File: config.mk
export PLATFORM = sky130hd
export DESIGN_NAME = abs_diff_err_sweep_ctrl
export DESIGN_NICKNAME = d
export VERILOG_FILES = /design/src/rtl/abs_diff_eval_pkg.sv /design/src/rtl/abs_err_unit.sv /design/src/rtl/abs_diff_err_sweep_ctrl.sv
export SDC_FILE = /design/constraint.sdc
export NUM_CORES = 1
export LEC_CHECK = 0
export ABC_AREA = 1
export CELL_PAD_IN_SITES_DETAIL_PLACEMENT = 1
export CELL_PAD_IN_SITES_GLOBAL_PLACEMENT = 1
export CORE_MARGIN = 2
export CORE_UTILIZATION = 35
export DETAILED_ROUTE_END_ITERATION = 10
export GPL_TIMING_DRIVEN = 1
export PLACE_DENSITY = 0.86
export SLEW_MARGIN = 20
export SYNTH_ARGS = -nofsm -noshare
export SYNTH_HDL_FRONTEND = slang
export SYNTH_HIERARCHICAL = 1
export SYNTH_SLANG_ARGS = --single-unit
File: constraint.sdc
create_clock -name clk -period 2.66 [get_ports clk]
set_clock_uncertainty 0.15 [all_clocks]
set_input_delay 0.266 -clock clk [delete_from_list [all_inputs] [get_ports clk]]
set_output_delay 0.266 -clock clk [all_outputs]
set_load 0.01 [all_outputs]
File: src/rtl/abs_diff_eval_pkg.sv
// Shared definitions for the |a-b| error-sweep controller:
// sweep states, default widths and a width-generic saturating adder.
package abs_diff_eval_pkg;

    localparam int W_DEF     = 4;
    localparam int ACC_W_DEF = 16;

    typedef enum logic [1:0] {
        IDLE  = 2'd0,
        SWEEP = 2'd1,
        DONE  = 2'd2
    } state_t;

    // Adds two values and clamps the result to the all-ones value of a
    // 'width'-bit accumulator (width must be 1..32).
    function automatic logic [31:0] sat_add(input logic [31:0] acc,
                                            input logic [31:0] inc,
                                            input int unsigned width);
        logic [32:0] sum;
        logic [32:0] cap;
        sum = {1'b0, acc} + {1'b0, inc};
        cap = (33'd1 << width) - 33'd1;
        return (sum > cap) ? cap[31:0] : sum[31:0];
    endfunction

endpackage

File: src/rtl/abs_err_unit.sv
// Combinational absolute difference |x-y| on W-bit unsigned operands.
module abs_err_unit #(
    parameter int W = 4
) (
    input  logic [W-1:0] x,
    input  logic [W-1:0] y,
    output logic [W-1:0] d
);

    // Subtract the smaller operand from the larger so the result never wraps
    always_comb begin
        d = (x >= y) ? (x - y) : (y - x);
    end

endmodule

File: src/rtl/abs_diff_err_sweep_ctrl.sv
// Exhaustive sweep sequencer: walks every (a,b) pair through an exact and an
// approximate |a-b| datapath and accumulates error count, saturating error
// sum, maximum error and the earliest vector that produced that maximum.
module abs_diff_err_sweep_ctrl
    import abs_diff_eval_pkg::*;
#(
    parameter int W     = W_DEF,
    parameter int ACC_W = ACC_W_DEF
) (
    input  logic             clk,
    input  logic             rst,
    input  logic             start,
    input  logic             pause,
    input  logic             abort,
    output logic [W-1:0]     op_a,
    output logic [W-1:0]     op_b,
    input  logic [W-1:0]     res_exact,
    input  logic [W-1:0]     res_apx,
    output logic             busy,
    output logic             done,
    output logic [ACC_W-1:0] err_count,
    output logic [ACC_W-1:0] err_sum,
    output logic [W-1:0]     err_max,
    output logic [2*W-1:0]   max_vec
);

    state_t           state_reg;
    state_t           state_next;
    logic [2*W-1:0]   vec_reg;
    logic [ACC_W-1:0] err_count_reg;
    logic [ACC_W-1:0] err_sum_reg;
    logic [W-1:0]     err_max_reg;
    logic [2*W-1:0]   max_vec_reg;

    logic [W-1:0]     err;
    logic             start_go;
    logic             accum;
    logic             last_vec;

    abs_err_unit #(.W(W)) u_err (
        .x (res_exact),
        .y (res_apx),
        .d (err)
    );

    // start is honoured only outside SWEEP; abort outranks pause
    assign start_go = (state_reg != SWEEP) && start;
    assign accum    = (state_reg == SWEEP) && !pause && !abort;
    assign last_vec = &vec_reg;

    // State register
    always_ff @(posedge clk or posedge rst) begin
        if (rst) begin
            state_reg <= IDLE;
        end else begin
            state_reg <= state_next;
        end
    end

    // Next-state logic: sweep ends once the final vector has been accumulated
    always_comb begin
        state_next = state_reg;
        case (state_reg)
            IDLE:    if (start) state_next = SWEEP;
            SWEEP: begin
                if (abort) begin
                    state_next = IDLE;
                end else if (accum && last_vec) begin
                    state_next = DONE;
                end
            end
            DONE:    if (start) state_next = SWEEP;
            default: state_next = IDLE;
        endcase
    end

    // Status outputs decoded from the registered state
    always_comb begin
        busy = (state_reg == SWEEP);
        done = (state_reg == DONE);
    end

    // Vector counter and error accumulators; the current vector's result is
    // folded in on the same edge that advances to the next vector
    always_ff @(posedge clk or posedge rst) begin
        if (rst) begin
            vec_reg       <= '0;
            err_count_reg <= '0;
            err_sum_reg   <= '0;
            err_max_reg   <= '0;
            max_vec_reg   <= '0;
        end else if (start_go) begin
            vec_reg       <= '0;
            err_count_reg <= '0;
            err_sum_reg   <= '0;
            err_max_reg   <= '0;
            max_vec_reg   <= '0;
        end else if (accum) begin
            err_count_reg <= ACC_W'(sat_add(32'(err_count_reg), 32'(err != '0), ACC_W));
            err_sum_reg   <= ACC_W'(sat_add(32'(err_sum_reg), 32'(err), ACC_W));
            // Strict compare keeps the earliest vector on ties
            if (err > err_max_reg) begin
                err_max_reg <= err;
                max_vec_reg <= vec_reg;
            end
            if (!last_vec) begin
                vec_reg <= vec_reg + 1'b1;
            end
        end
    end

    assign op_a      = vec_reg[W-1:0];
    assign op_b      = vec_reg[2*W-1:W];
    assign err_count = err_count_reg;
    assign err_sum   = err_sum_reg;
    assign err_max   = err_max_reg;
    assign max_vec   = max_vec_reg;

endmodule

Word level (Yosys, flattened, before mapping)

Cells that the tools add are included.

Equal/unequal tests: 6
Reductions and logical operators: 15
Multiplexer cells: 20
Add/subtract/negate cells: 5
Order comparisons: 4

Operators with widths:

| kind                   | count |
|---|---|
| $mux W16               | 6 |
| $mux W8                | 6 |
| $gt A17 B16 Y1 const B | 2 |
| $add A16 B1 Y17        | 1 |
| $add A16 B4 Y17        | 1 |
| $mux W4                | 4 |
| $add A8 B1 Y8 const B  | 1 |
| $reduce_and A8 Y1      | 1 |
| $sub A4 B4 Y4          | 2 |
| $mux W2                | 3 |
| $reduce_and A2 Y1      | 3 |
| $ge A4 B4 Y1           | 1 |
| $gt A4 B4 Y1           | 1 |
| $logic_and A1 B1 Y1    | 4 |
| $ne A2 B1 Y1 const B   | 2 |
| $pmux W2 S2            | 1 |
| $reduce_bool A2 Y1     | 2 |
| $reduce_bool A4 Y1     | 1 |
| $ne A3 B2 Y1 const B   | 1 |
| $eq A2 B1 Y1 const B   | 1 |
| $eq A2 B2 Y1 const B   | 1 |
| $logic_not A1 Y1       | 2 |
| $logic_not A2 Y1       | 1 |
| $ne A2 B2 Y1 const B   | 1 |
| $reduce_or A2 Y1       | 1 |

Logic and storage cells: 56
Input port bits: 13
Flip-flop bits (word level): 54
Output and inout bits: 54

Longest topological paths before layout

Word-level depth: 8
Mapped depth: 20
Mapped depth without buffers: 19

Hierarchy

The synthesis kept the hierarchy.

By module, submodules not included:

| module                  | sequential area each (µm²) | cells an instance | area each (µm²) | times used |
|---|---|---|---|---|
| abs_diff_err_sweep_ctrl | 1351.3                     | 484               | 3420.8          | 1 |
| abs_err_unit            | 0.0                        | 52                | 336.6           | 1 |

Worst setup path before layout

OpenSTA, ideal clock, no wires.

Path type: input-to-reg
Start: input res_exact[0]
End: register err_sum_reg[1], in the netlist err_sum[1]
Path slack: -0.088 ns
Arrival time: 2.533 ns
Data required time: 2.445 ns
Setup time: 0.065 ns
Cell stages on the path: 18
Path buffers: 1
Path through: inv_1 ha_1 fa_1 nand2_1 nand2_2 nand2_4 nand2_1 o21ai_1 inv_1 fa_1 inv_1 nand2_1 a21oi_4 nand4_4 buf_6 nand2_1 nand2_1 nand2_1

Cells in the longest elaborated chain, start to end: 7
Elaborated cells on any way between the ends: 9
Classes of those cells: add/sub (3); order compare (2); mux (4)

RTL lines:

| element                                       | line                           | text |
|---|---|---|
| start, declared                               | abs_diff_err_sweep_ctrl.sv:17  | `input logic [W-1:0] res_exact,` |
| $sub A4 B4 Y4 or $ge A4 B4 Y1 (tied branches) | abs_err_unit.sv:12             | `d = (x >= y) ? (x - y) : (y - x);` |
| $mux W4 *                                     | abs_err_unit.sv:12             |  |
| via err[1]                                    | abs_diff_err_sweep_ctrl.sv:35  | `logic [W-1:0] err;` |
| $add A16 B4 Y17 *                             | abs_diff_eval_pkg.sv:21        | `sum = {1'b0, acc} + {1'b0, inc};` |
| $gt A17 B16 Y1                                | abs_diff_eval_pkg.sv:23        | `return (sum > cap) ? cap[31:0] : sum[31:0];` |
| $mux W16 *                                    | abs_diff_eval_pkg.sv:23        |  |
| $mux W16 *                                    | abs_diff_err_sweep_ctrl.sv:98  | `end else if (accum) begin` |
| $mux W16 *                                    | abs_diff_err_sweep_ctrl.sv:92  | `end else if (start_go) begin` |
| end signal, assigned                          | abs_diff_err_sweep_ctrl.sv:100 | `err_sum_reg <= ACC_W'(sat_add(32'(err_sum_reg), 32'(err), ACC_W));` |
| end, declared                                 | abs_diff_err_sweep_ctrl.sv:31  | `logic [ACC_W-1:0] err_sum_reg;` |

The timed path passes the listed nets; every way through them passes the cells marked *. The select of a mux whose other input is x is not followed.
A chain may end at the register's enable or synchronous reset.

Worst setup path in the final report

Start: input res_apx[0]
End: register err_sum_reg[12], in the netlist err_sum[12]

Cells in the longest elaborated chain, start to end: 7
Elaborated cells on any way between the ends: 9
Classes of those cells: add/sub (3); order compare (2); mux (4)

RTL lines:

| element                                       | line                          | text |
|---|---|---|
| start, declared                               | abs_diff_err_sweep_ctrl.sv:18 | `input logic [W-1:0] res_apx,` |
| $sub A4 B4 Y4 or $ge A4 B4 Y1 (tied branches) | abs_err_unit.sv:12            |  |
| $mux W4 *                                     | abs_err_unit.sv:12            |  |
| via err[1]                                    | abs_diff_err_sweep_ctrl.sv:35 |  |
| $add A16 B4 Y17 *                             | abs_diff_eval_pkg.sv:21       |  |
| $gt A17 B16 Y1                                | abs_diff_eval_pkg.sv:23       |  |
| $mux W16 *                                    | abs_diff_eval_pkg.sv:23       |  |
| $mux W16 *                                    | abs_diff_err_sweep_ctrl.sv:98 |  |
| $mux W16 *                                    | abs_diff_err_sweep_ctrl.sv:92 |  |

Marked as above.

==> qor.log <==
INFO  status         run_status=finished with violations
INFO  status         failed_checks=negative setup slack
INFO  timing         post-route-period-util=1.00
INFO  logic_synthesis yosysTopAreaCellShare=0.360
INFO  logic_synthesis yosys.cell_types.count=33
INFO  clock_tree     cts-root-buf=clkbuf_8
INFO  logic_synthesis post_synth_main_area_contributors=dfrtp_1 (36%), nand2_1 (20%), inv_1 (6.8%)
INFO  global_routing first_global_vias=4203
INFO  timing         fin_setup_tns=-12.1ps
INFO  clock_tree     max-clock-path-buffers=2
INFO  job            max_cap_violations=0
INFO  drt            post_drt_via_cell_ratio=5.02
INFO  timing         post-route-min-period=2670ps
INFO  drt            dr_total_vias=3890
INFO  setup_path     worstSetupPathType=input pin to flop
INFO  setup_path     timing.rr.start=err_sum[0]
INFO  floorplanning  die-width=108um
INFO  drt            drc=0
INFO  drt            final_antenna_net_count=0
INFO  logic_synthesis synth_largest_area_cell=dfrtp_1
INFO  global_routing grt_antenna_before_repair=0
INFO  clock_tree     cts_inserted_buffers=5
INFO  setup_path     worstPathArrival=2740ps
INFO  drt            drt_iter0_markers=101
INFO  logic_synthesis count_of_flip_flops_with_a_built_in_enable_after_synthesis=0
INFO  timing         timing_worst_slew_pin_value=513ps
INFO  min_path       hold_path_class=input pin to async pin
INFO  setup_path     worst_setup_path_end_kind=flop
INFO  logic_synthesis synthesis.area=3760um2
INFO  logic_synthesis synth_cells=536
INFO  logic_synthesis postSynthAreaPerCell=7.01um2
INFO  global_routing gr-usage-met2=0.400
INFO  global_routing grt_use_met1=0.273
INFO  global_routing grt_first_pass_wirelength=20.2mm
INFO  floorplanning  placeableCoreArea=10400um2
INFO  power_and_ir_drop power_density_cells=629nW/um2
INFO  timing         final.setup.worst_slack=-12.1ps
INFO  setup_path     regToRegSetupSlack=530ps
INFO  setup_path     destination_of_the_worst_register_to_register_timing_path=err_sum[12]
INFO  floorplanning  initial_utilization=0.362
INFO  power_and_ir_drop ir_drop=0.351mV
INFO  final_layout   layout.nets=672
INFO  clock_tree     clock_latency_at_the_later_pin_of_the_worst_skew_pair=320ps
INFO  global_routing grt-ovfl-total=0
INFO  placed_design  gpl.final_weighted_congestion=0.845
INFO  timing         timing_max_transition_violations_final=0
INFO  logic_synthesis yosysMostFrequentCell=nand2_1
INFO  timing         final-hold-violation-count=0
INFO  final_layout   area_delta_synth_final=41.8%
INFO  timing         highest_clock_rate=374MHz
INFO  global_routing grtUsageTotal=0.216
INFO  clock_tree     cts.htree.levels=2
INFO  final_layout   stdcell_count=775
INFO  power_and_ir_drop totalPowerFinal=3.35mW
INFO  logic_synthesis synthFlopType=dfrtp_1
INFO  setup_path     ff2ff_path_depth=12
INFO  logic_synthesis synth_sequential_area_ratio=0.360
INFO  logic_synthesis yosys-top-cells-count=nand2_1 (197), inv_1 (68), dfrtp_1 (54)
INFO  logic_synthesis async_reset_ff_frac=1.00
INFO  logic_synthesis syn-num-nets=570
INFO  setup_path     cp_max_fo=5
INFO  global_routing grt_util_met3=0.0254
INFO  placed_design  dp_cells=758
INFO  drt            first_pass_iters=4
INFO  global_routing top_usage_layer=met2
INFO  final_layout   fraction_of_layout_instances_using_a_drive_strength_above_1=0.235
INFO  global_routing largest_net_degree_at_the_start_of_global_routing=33
INFO  final_layout   antenna-diode-count=0
INFO  logic_synthesis synth.yosys.warnings=6
INFO  drt            drt-wirelength-per-cell=16.7um
INFO  clock_tree     tritoncts=done
INFO  clock_tree     cts.sinks=54
INFO  drt            detail_route.wirelength=13.0mm
INFO  logic_synthesis ys_ff_latch=54
INFO  floorplanning  die_h=108um
INFO  clock_tree     cts.clk_slew.worst_paths=120ps
INFO  timing         maxSlewHeadroom=0.657
INFO  floorplanning  row_count=37
INFO  timing         finalSetupViolCount=1
INFO  power_and_ir_drop p_leak=2.65nW
INFO  setup_path     cp-start-kind=input pin
INFO  floorplanning  fp.dieArea=11600um2
INFO  floorplanning  ports=67
INFO  placed_design  half_perimeter_wire_length_after_detailed_placement=8.52mm
INFO  placed_design  place.port_buffers=66
INFO  setup_path     worstPathRequired=2730ps
worst max-delay path: stages:
cell and delay [ps]:
buf_4 130, ha_4 160, fa_2 360, nand2_2 110, nand2_2 70, nand2_4 130
nand2_2 110, o21ai_4 100, inv_2 80, fa_2 360, inv_2 90, buf_4 110
nand3_1 100, nand3_2 120, nand2_2 80, xor2_1 170, nand2_1 80, nand2_1 60
nand2_1 50
repair_timing:
action                                  CTS  global route
buffers inserted                          5             3
pin swaps                                23            32
cloned                                    1             0
endpoints found under the setup margin   44            37
hold buffers                              0             0
resized for setup                        65            62
area by class of cell:
class	count	area, um2
Sequential cell	54	1350
Clock buffer	5	68.8
Timing Repair Buffer	104	953
Fill cell	1313	5040
Inverter	75	284
Clock inverter	3	47.5
Multi-Input combinational cell	398	2450
Tap cell	136	170
cell families after synthesis:
kind of cell               share of synthesized area
AOI/OAI and AO/OA                             0.0743
xor gates and xnor gates                      0.0420
adders and majority gates                     0.0759
buffers and inverters                         0.0959
DFF                                            0.360
and+or+nand+nor                                0.352
worst max-delay path by stage:
stage / startpoint / endpoint / cells after the start
6_report: res_apx[0] / err_sum[12] / 19
5_1_grt: res_apx[0] / err_sum[12] / 19
4_1_cts: res_apx[0] / err_count[9] / 19
3_5_place_dp: res_exact[0] / err_count[10] / 20
3_3_place_gp: res_exact[0] / err_count[11] / 20
2_1_floorplan: res_exact[0] / err_sum[1] / 18
per-stage QoR:
stage / hold slack, ps / worst slack (ps) / util / cell area [um2]
3_3_place_gp: 313 / -819 / 0.458 / 4750
5_1_grt: 166 / -92.1 / 0.514 / 5330
6_report: 128 / -12.1 / 0.514 / 5330
2_1_floorplan: 270 / 9.99 / - / 3760
4_1_cts: 152 / 4.45 / 0.494 / 5120
3_5_place_dp: 328 / -935 / 0.458 / 4750
cells in the final DEF (no fill, tap or decap), types with 2 or more instances in the layout:
master,n
nand3_4,2
nand4_1,9
inv_2,17
buf_4,33
nand2_2,22
nand3_2,12
fa_2,3
dlygate4sd2_1,2
inv_6,2
nand2_4,8
nor3_1,5
o21ai_1,29
nor3_2,2
clkdlybuf4s50_1,58
nand4_4,2
clkbuf_2,2
nor2_4,4
nand2_1,173
or2_2,2
clkbuf_8,5
nand3_1,27
o21ai_4,2
ha_4,8
xor2_1,12
a21oi_2,4
dfrtp_1,54
nor2_2,2
nor2_1,30
a21oi_1,3
ha_1,9
nand3b_1,4
o21ai_0,10
buf_2,2
buf_6,6
xnor2_1,5
inv_1,57
a21oi_4,2
per-layer routing:
metal | vias up | routed length, um
met1 | 1909 | 5480
met5 | - | 0
met3 | 24 | 301
met2 | 66 | 6860
li1 | 1891 | -
met4 | 0 | 317
power by group:
| group | leakage [nW] | switching [mW] | internal [mW] |
|---|---|---|---|
| Sequential | 0.744 | 0.184 | 0.949 |
| Clock | 0.0591 | 0.317 | 0.288 |
| Combinational | 1.85 | 0.875 | 0.741 |
| Total | 2.65 | 1.38 | 1.98 |
Note: power is estimated with default switching activity, not from simulation.
